--- src/rtl/dff_pipe.sv ---
// dff_pipe: WIDTH-bit, DEPTH-stage delay pipe with valid, stall, flush, occ.
// Ports: clk, n_rst (async low), en, flush, d, d_vld -> q, q_vld, occ.
// Optional DFF_PIPE_PARITY_EN adds err_inj input and par_err output.
module dff_pipe #(
  parameter int WIDTH = 8,
  parameter int DEPTH = 4,
  parameter logic [WIDTH-1:0] RST_VAL = '0,
  localparam int OCC_W = $clog2(DEPTH + 1)
) (
  input  logic             clk,
  input  logic             n_rst,
  input  logic             en,
  input  logic             flush,
  input  logic [WIDTH-1:0] d,
  input  logic             d_vld,
`ifdef DFF_PIPE_PARITY_EN
  input  logic             err_inj,
  output logic             par_err,
`endif
  output logic [WIDTH-1:0] q,
  output logic             q_vld,
  output logic [OCC_W-1:0] occ
);

  logic [DEPTH-1:0][WIDTH-1:0] data_q;
  logic [DEPTH-1:0][WIDTH-1:0] data_d;
  logic [DEPTH-1:0]            vld_q;
  logic [DEPTH-1:0]            vld_d;
  logic [OCC_W-1:0]            occ_q;
  logic [OCC_W-1:0]            occ_d;

  always_comb begin
    data_d = data_q;
    vld_d  = vld_q;
    occ_d  = occ_q;
    if (flush) begin
      for (int i = 0; i < DEPTH; i++) begin
        data_d[i] = RST_VAL;
      end
      vld_d = '0;
      occ_d = '0;
    end else if (en) begin
      data_d[0] = d;
      vld_d[0]  = d_vld;
      for (int i = 1; i < DEPTH; i++) begin
        data_d[i] = data_q[i-1];
        vld_d[i]  = vld_q[i-1];
      end
      // In and out together leave the count unchanged.
      occ_d = occ_q
            + OCC_W'(d_vld)
            - OCC_W'(vld_q[DEPTH-1]);
    end
  end

  always_ff @(posedge clk or negedge n_rst) begin
    if (!n_rst) begin
      for (int i = 0; i < DEPTH; i++) begin
        data_q[i] <= RST_VAL;
      end
      vld_q <= '0;
      occ_q <= '0;
    end else begin
      data_q <= data_d;
      vld_q  <= vld_d;
      occ_q  <= occ_d;
    end
  end

  assign q     = data_q[DEPTH-1];
  assign q_vld = vld_q[DEPTH-1];
  assign occ   = occ_q;

`ifdef DFF_PIPE_PARITY_EN
  localparam logic RST_PAR = ^RST_VAL;

  logic [DEPTH-1:0] par_q;
  logic [DEPTH-1:0] par_d;

  always_comb begin
    par_d = par_q;
    if (flush) begin
      par_d = {DEPTH{RST_PAR}};
    end else if (en) begin
      par_d[0] = (^d) ^ err_inj;
      for (int i = 1; i < DEPTH; i++) begin
        par_d[i] = par_q[i-1];
      end
    end
  end

  always_ff @(posedge clk or negedge n_rst) begin
    if (!n_rst) begin
      par_q <= {DEPTH{RST_PAR}};
    end else begin
      par_q <= par_d;
    end
  end

  // Only a valid word can report a parity error.
  assign par_err = vld_q[DEPTH-1]
                 & ((^data_q[DEPTH-1])
                 ^ par_q[DEPTH-1]);
`endif

endmodule

--- config.mk ---
export PLATFORM = sky130hd
export DESIGN_NAME = dff_pipe
export DESIGN_NICKNAME = d
export VERILOG_FILES = /design/src/rtl/dff_pipe.sv
export SDC_FILE = /design/constraint.sdc
export NUM_CORES = 1
export LEC_CHECK = 0
export ABC_AREA = 1
export ABC_CLOCK_PERIOD_IN_PS = 2900
export BUFFER_PORTS_ARGS = -buffer_cell sky130_fd_sc_hd__buf_2
export CAP_MARGIN = 20
export CORE_MARGIN = 1
export CORE_UTILIZATION = 57
export CTS_BUF_LIST = sky130_fd_sc_hd__clkbuf_8
export CTS_CLUSTER_DIAMETER = 150
export CTS_CLUSTER_SIZE = 16
export DETAILED_ROUTE_END_ITERATION = 6
export PLACE_DENSITY = 0.9
export SLEW_MARGIN = 20
export SYNTH_ARGS = -nofsm -noshare
export SYNTH_HDL_FRONTEND = slang
export SYNTH_SLANG_ARGS = --single-unit
--- constraint.sdc ---
create_clock -name clk -period 2.9 [get_ports clk]
set_input_delay 0.29 -clock clk [delete_from_list [all_inputs] [get_ports clk]]
set_output_delay 0.29 -clock clk [all_outputs]
set_load 0.03 [all_outputs]
* After elaboration in Yosys (flattened, before gate mapping)
Index checks and enable logic that the tools add are counted.
Storage, ports and cells: register bits after elaboration 39, bits in latches 0, memory bits (writable) 0, bits in read-only memories 0, memories 0
Operators by class: $add $sub $neg 2, $mul 0, div/mod/pow operators 0, $lt $le $gt $ge 0, equal/unequal tests 0, shift operators 0, multiplexer cells 6, bitwise logic cells 0, reductions and logical operators 1
Operator list (count):
- two-way mux 32 bit | 2
- two-way mux 4 bit | 2
- two-way mux 3 bit | 2
- adder 3 x 1 -> 3 bit | 1
- subtractor 3 x 1 -> 3 bit | 1
- nonzero test 2 bit | 1

* Longest topological paths before layout
Gate-level depths: netlist of run 1.
word-level depth 4, gate-level depth with buffers 9

* Least setup slack after synthesis of run 1
OpenSTA, ideal clock, no wires.
kind flip-flop to flip-flop, start register occ_q[0], in the netlist occ[0], end register occ_q[2], in the netlist occ[2], data arrival time 1673 ps, data required time 2783 ps, path slack 1109 ps, stages on the path, launching flop included 10, buffers on the path 0, period minus slack after synthesis 1791 ps, cells stage by stage dfrtp_1 -> inv_1 -> ha_1 -> inv_1 -> ha_1 -> inv_1 -> fa_1 -> nand3b_1 -> nand3_1 -> nand2_1
Between the ends: cells in the longest elaborated chain, start to end 4
RTL lines:
- from (decl) | line 29 | logic [OCC_W-1:0] occ_q;
- from (signal assigned) | line 62 | occ_q <= '0;
- from (signal assigned) | line 66 | occ_q <= occ_d;
- adder 3 x 1 -> 3 bit | line 51 | + OCC_W'(d_vld)
- subtractor 3 x 1 -> 3 bit | line 52 | - OCC_W'(vld_q[DEPTH-1]);
- two-way mux 3 bit | line 42 | end else if (en) begin
- two-way mux 3 bit | line 36 | if (flush) begin
No other way between the ends. The select of a mux whose other input is x is not followed. A chain may end at the register's enable or synchronous reset.

* Worst setup path in the final report of run 1
start register vld_q[3], end register occ_q[2], in the netlist occ[2]
Between the ends: cells in the longest elaborated chain, start to end 3
RTL lines:
- from (decl) | line 27 | logic [DEPTH-1:0] vld_q;
- from (signal assigned) | line 65 | vld_q <= vld_d;
- subtractor 3 x 1 -> 3 bit | line 52
- two-way mux 3 bit | line 42
- two-way mux 3 bit | line 36
No other way between the ends. The select of a mux whose other input is x is not followed.

==> metrics, run 1 <==
most common cell in the synthesized netlist=dfrtp_1; first-pass GRT wire length=4961 um; Root Buffer=clkbuf_8; Critical Path RT=3.07 ns; Post-synth top cells=dfrtp_1 (39), inv_1 (34), nand2_1 (26); final slew viol count=0; DRC=0; Worst setup EP type=flip-flop; Ys Warns=0; CTS tree=done; final net count=193; clock transition at the registers of the reported paths=0.08 ns; Slew Limit Headroom=44.72%; Die Footprint=3171 um^2; Syn Nets=177; highest clock rate=563.5 MHz; Max FO, Critical Path=3; Async SR Flop Fraction=100.0%; synthesis-to-layout area growth=9.077%; Finished Layout Cells=209; RSZ-0062 raised after global routing=no; num rows=19; sequential fraction of the synthesis area=58.04%; slowest stage delay, CP=0.39 ns; clk_lat worst skew=0.29 ns; IO Pins=25; First-pass DRT Iterations=4; Via-to-Cell Ratio=5.124; Core Region=2781 um^2; initial core utilization=60.46%; final WL=2873 um; final worst slack=1.125 ns; hold buffers post-CTS=0; final setup vio count=0; Cell Area, Placed=1717 um^2; Setup WS pre-CTS=1.173 ns; total gr overflow=0; final hold viol count=0; Critical Path Start=vld_q[3]$_DFFE_PN0P_; Initial DRC Count=11; Unique masters post-synth=16; placed insts=201; Longest Clk Path Bufs=2; Synth Cell Area=1682 um^2; Yosys reg bits=39; CP Data Arrival Time=1.94 ns; Setup crit start kind=flip-flop; HPWL after detailed placement=1877 um; ant diodes=0; Die Span Y=56.32 um; worst flop-to-flop path startpoint=vld_q[3]$_DFFE_PN0P_; Area contributors post-synth=dfrtp_1 (58%), inv_1 (7.6%), o22ai_2 (7.4%), nand2_1 (5.8%), o21ai_0 (5.4%); Cells after Synth=161; post-route cell area=1834 um^2; Tot GR Track Use=21.10%; cells along the critical path=ha_1, inv_1, ha_1, inv_1, fa_1, nand3b_1, nand3_1, nand2_1; Buf+Inv Stages, Crit Path=2; Max-cap violations=0; Gates resized, CTS repair=0; ys flop type=dfrtp_1; number of antenna-violating nets in the routed design=0; initial antenna violation count=0; CTS buffer count=5; Min Clock Period, post-route=1.775 ns; Clock Skews=0.005564 ns; top cell type's share of synthesized area=58.04%; Crit Path Category=flip-flop to flip-flop; H-Tree Level Count=2; largest net degree at the start of global routing=40; Worst VDD drop=0.5160 mV; clock sinks=39; period utilization=61.20%; WL per Instance=13.75 um; setup_tns=0 ns; pwr dens=605.5 nW/um^2; Worst Tran Pin Value=0.8292 ns; vias in the first global route=1108; Avg Cell Area, Syn=10.44 um^2; Synth area leader=dfrtp_1; layout cells sized above 1=25.28%; IO Port Bufs=24; Chip Width=56.32 um; Final Wtd Congestion=0.7686; Via Count=1071; outcome=complete, no violations; Setup Buffers After CTS=0; Hold Slack=0.09970 ns; Tightest Hold Check Type=primary input to asynchronous set/reset pin; Slowest cell on crit path=dfrtp_1; number of enable flip-flop cells after synthesis=0; Crit path max-delay family=adder cells; Leakage Power=0.8919 nW
-- layer usage --
| metal | GRT usage [%] | share of wire (%) | up-vias |
|---|---|---|---|
| met4 | 8.711 | 0.94 | 0 |
| met1 | 27.54 | 47 | 516 |
| li1 | - | - | 531 |
| met5 | 0 | 0 | - |
| met3 | 6.912 | 3.6 | 4 |
| met2 | 32.82 | 48 | 20 |
-- power by group --
group	internal (mW)	switching (mW)	total, mW
sequential	0.560	0.00646	0.566
clock	0.278	0.179	0.457
combinational	0.0259	0.0610	0.0869
total	0.864	0.247	1.11
-- cell usage in the layout, fill, tap and decap left out --
cell	n
buf_2	24
buf_4	1
bufinv_16	1
clkbuf_8	6
clkinv_2	1
dfrtp_1	39
fa_1	1
ha_1	2
inv_1	34
inv_2	1
nand2_1	26
nand3_1	2
nand3b_1	1
nor2_2	1
o21ai_0	18
o21ai_1	1
o22ai_1	9
o22ai_2	10
-- path summary, 6_finish.rpt --
path	end	slack, ns	depth (start not counted)
worst max-delay path	occ[2]$_DFFE_PN0P_	1.13	8
worst min-delay path	data_q[21]$_DFFE_PN0P_	0.1	1
worst min register to register	q[0]$_DFFE_PN0P_	0.48	2
min in group clk	data_q[1]$_DFFE_PN0P_	0.21	3
max in group asynchronous	data_q[18]$_DFFE_PN0P_	2.27	1
worst max register to register	occ[2]$_DFFE_PN0P_	1.13	8
-- sequential cells by signal, summed over array words and instances, names as in the netlist --
signal / cells
data_q: 24
vld_q: 4
occ: 3
q: 8
-- through the flow --
step	total power [mW]	util, %
floorplan	0.6371	-
global placement	0.6570	61.72
detailed placement	0.6635	61.72
CTS	1.117	65.95
global route	1.156	65.95
finish	1.111	65.95
-- cells by family (layout without fill, tap and decap cells) --
| kind of cell | after synthesis | in the layout | synth area share, % |
|---|---|---|---|
| buf+inv | 51 | 68 | 15.62 |
| flops | 39 | 39 | 58.04 |
| compound gates | 38 | 38 | 16.44 |
| simple gates | 30 | 30 | 7.217 |
| fa+ha+maj | 3 | 3 | 2.678 |
-- final cells by class --
cell class	instances	area, um^2
Fill cell	211	947.2
Inverter	35	131.4
Timing Repair Buffer	25	127.6
Tap cell	31	38.79
Multi-Input combinational cell	71	442.9
Clock inverter	2	35.03
Clock buffer	6	82.58
Sequential cell	39	975.9
-- worst register-to-register path, cell delays in order (launching register included) --
cell and delay [ns]:
dfrtp_1 0.39, ha_1 0.29, inv_1 0.06, ha_1 0.16, inv_1 0.06, fa_1 0.38
nand3b_1 0.17, nand3_1 0.07, nand2_1 0.07
No activity file was read; power rests on OpenSTA's default activity.
==> run 2: changes to the inputs <==
--- a/config.mk
+++ b/config.mk
@@ -6,7 +6,7 @@
 export NUM_CORES = 1
 export LEC_CHECK = 0
 export ABC_AREA = 1
-export ABC_CLOCK_PERIOD_IN_PS = 2900
+export ABC_CLOCK_PERIOD_IN_PS = 1800
 export BUFFER_PORTS_ARGS = -buffer_cell sky130_fd_sc_hd__buf_2
 export CAP_MARGIN = 20
 export CORE_MARGIN = 1
==> constraint.sdc (replaced) <==
create_clock -name clk -period 1.8 [get_ports clk]
set_input_delay 0.18 -clock clk [delete_from_list [all_inputs] [get_ports clk]]
set_output_delay 0.18 -clock clk [all_outputs]
set_load 0.03 [all_outputs]
==> run 2 against run 1 <==
  * Critical endpoint is now occ[1]$_DFFE_PN0P_
  * Worst hold slack worse by 0.13 ns
  * Power is 71% higher
  * First-iteration DRC count grew to 3.1 times the previous value
  * The flow now finishes with violations (hold timing)
==> metrics, run 2 (same netlist as run 1, synthesis figures left out) <==
Logic pwr share=7.5%; Leakage Power=0.9082 nW; Slew Limit Headroom=45.81%; Initial DRC Count=34; Longest Clk Path Bufs=2; Largest Register=data_q; Cell Area, Placed=1737 um^2; vias in the first global route=1096; clk_lat worst skew=0.29 ns; Die Span Y=56.32 um; Sw Share=21.17%; CP Data Arrival Time=1.84 ns; Chip Width=56.32 um; max reg flops=24; highest clock rate=590.4 MHz; global-route met1 utilization=27.45%; Via Count=1109; Pwr Total=1.899 mW; first-pass GRT wire length=4926 um; final hold viol count=39; pwr dens=1013 nW/um^2; Clock Skews=0.007983 ns; Crit Path Category=flip-flop to flip-flop; ant diodes=0; synthesis-to-layout area growth=11.46%; H-Tree Level Count=2; grt peak-use layer=met2; final setup vio count=0; period utilization=94.10%; Via-to-Cell Ratio=5.281; Setup crit start kind=flip-flop; IO Port Bufs=24; grt met3 use=5.530%; outcome=finished, violations left; final WL=2759 um; commonest non-fill, non-tap cells in the layout=dfrtp_1 (39), inv_1 (33), nand2_1 (26); total gr overflow=0; final slew viol count=0; setup_tns=0 ns; number of antenna-violating nets in the routed design=0; RSZ-0062 raised after global routing=no; Worst VDD drop=1.245 mV; most common cell after layout, fill and taps aside=dfrtp_1; initial antenna violation count=0; Worst setup EP type=flip-flop; Psw=402.1 uW; largest net degree at the start of global routing=40; Hold Slack=-0.02609 ns; post-route cell area=1874 um^2; Root Buffer=clkbuf_8; GR met2 Demand/Resource=31.97%; Min Clock Period, post-route=1.694 ns; Worst Tran Pin Value=0.8128 ns; Reg power frac=48.1%; Die Footprint=3171 um^2; Tot GR Track Use=20.62%; CTS tree=done; final net count=194; WL per Instance=13.14 um; clock transition at the registers of the reported paths=0.08 ns; DRC=0; Internal Pwr Total=1.497 mW; CTS buffer count=5; num rows=19; Final Wtd Congestion=0.7725; clock sinks=39; Tightest Hold Check Type=primary input to asynchronous set/reset pin; Max-cap violations=0; layout cells sized above 1=27.37%; First-pass DRT Iterations=4; Core Region=2781 um^2; HPWL after detailed placement=1903 um; IO Pins=25; Clock power frac=44.4%; failing checks=hold timing; initial core utilization=60.46%; Max FO, Critical Path=2; Critical Path RT=1.94 ns
[run 2: critical path, cell delays in order (launching register included)]
cell and delay, ns:
dfrtp_1 0.37, inv_2 0.04, ha_1 0.28, inv_1 0.07
ha_2 0.17, inv_2 0.04, fa_2 0.51, o22ai_1 0.08
[run 2: what timing repair did]
item / CTS / global route
resized for setup: 0 / 4
setup buffers: 0 / 0
hold buffers: 0 / 0
endpoints found under the setup margin: 0 / 1
[run 2: worst paths after layout]
path | depth (start not counted) | start | slack (ns) | endpoint
max in group asynchronous | 1 | n_rst | 1.30 | data_q[15]$_DFFE_PN0P_
worst max register to register | 7 | occ[0]$_DFFE_PN0P_ | 0.11 | occ[1]$_DFFE_PN0P_
worst min register to register | 2 | q[0]$_DFFE_PN0P_ | 0.48 | q[0]$_DFFE_PN0P_
min in group clk | 3 | d[2] | 0.10 | data_q[2]$_DFFE_PN0P_
worst max-delay path | 7 | occ[0]$_DFFE_PN0P_ | 0.11 | occ[1]$_DFFE_PN0P_
worst min-delay path | 1 | n_rst | -0.03 | data_q[11]$_DFFE_PN0P_
[run 2: metal layers]
layer / up-vias / routed length [um]
met5: - / 0
met1: 542 / 1241
met2: 28 / 1326
met3: 6 / 135
li1: 533 / -
met4: 0 / 56
[run 2: area by class of cell]
cell class                      instances  area, um^2
Clock buffer                            5       68.82
Clock inverter                          3       63.81
Fill cell                             216       907.1
Inverter                               35       131.4
Multi-Input combinational cell         71       447.9
Sequential cell                        39       975.9
Tap cell                               31       38.79
Timing Repair Buffer                   26       147.6
[run 2: power groups by stage]
stage	logic (mW)	registers, mW	clock network [mW]
CTS	0.144	0.913	0.858
detailed placement	0.143	0.930	0
global route	0.163	0.916	0.893
global placement	0.135	0.928	0
finish	0.143	0.914	0.843
floorplan	0.0900	0.937	0
[run 2: stage by stage]
stage	setup WS [ns]	instances	hold WS, ns	utilization (%)
4_1_cts	0.07667	210	0.006279	67.21
5_1_grt	0.005034	210	0.04288	67.39
2_1_floorplan	0.009375	161	-0.1156	-
3_3_place_gp	0.1845	202	0.3005	62.44
6_report	0.1062	210	-0.02609	67.39
3_5_place_dp	0.09186	202	0.3215	62.44
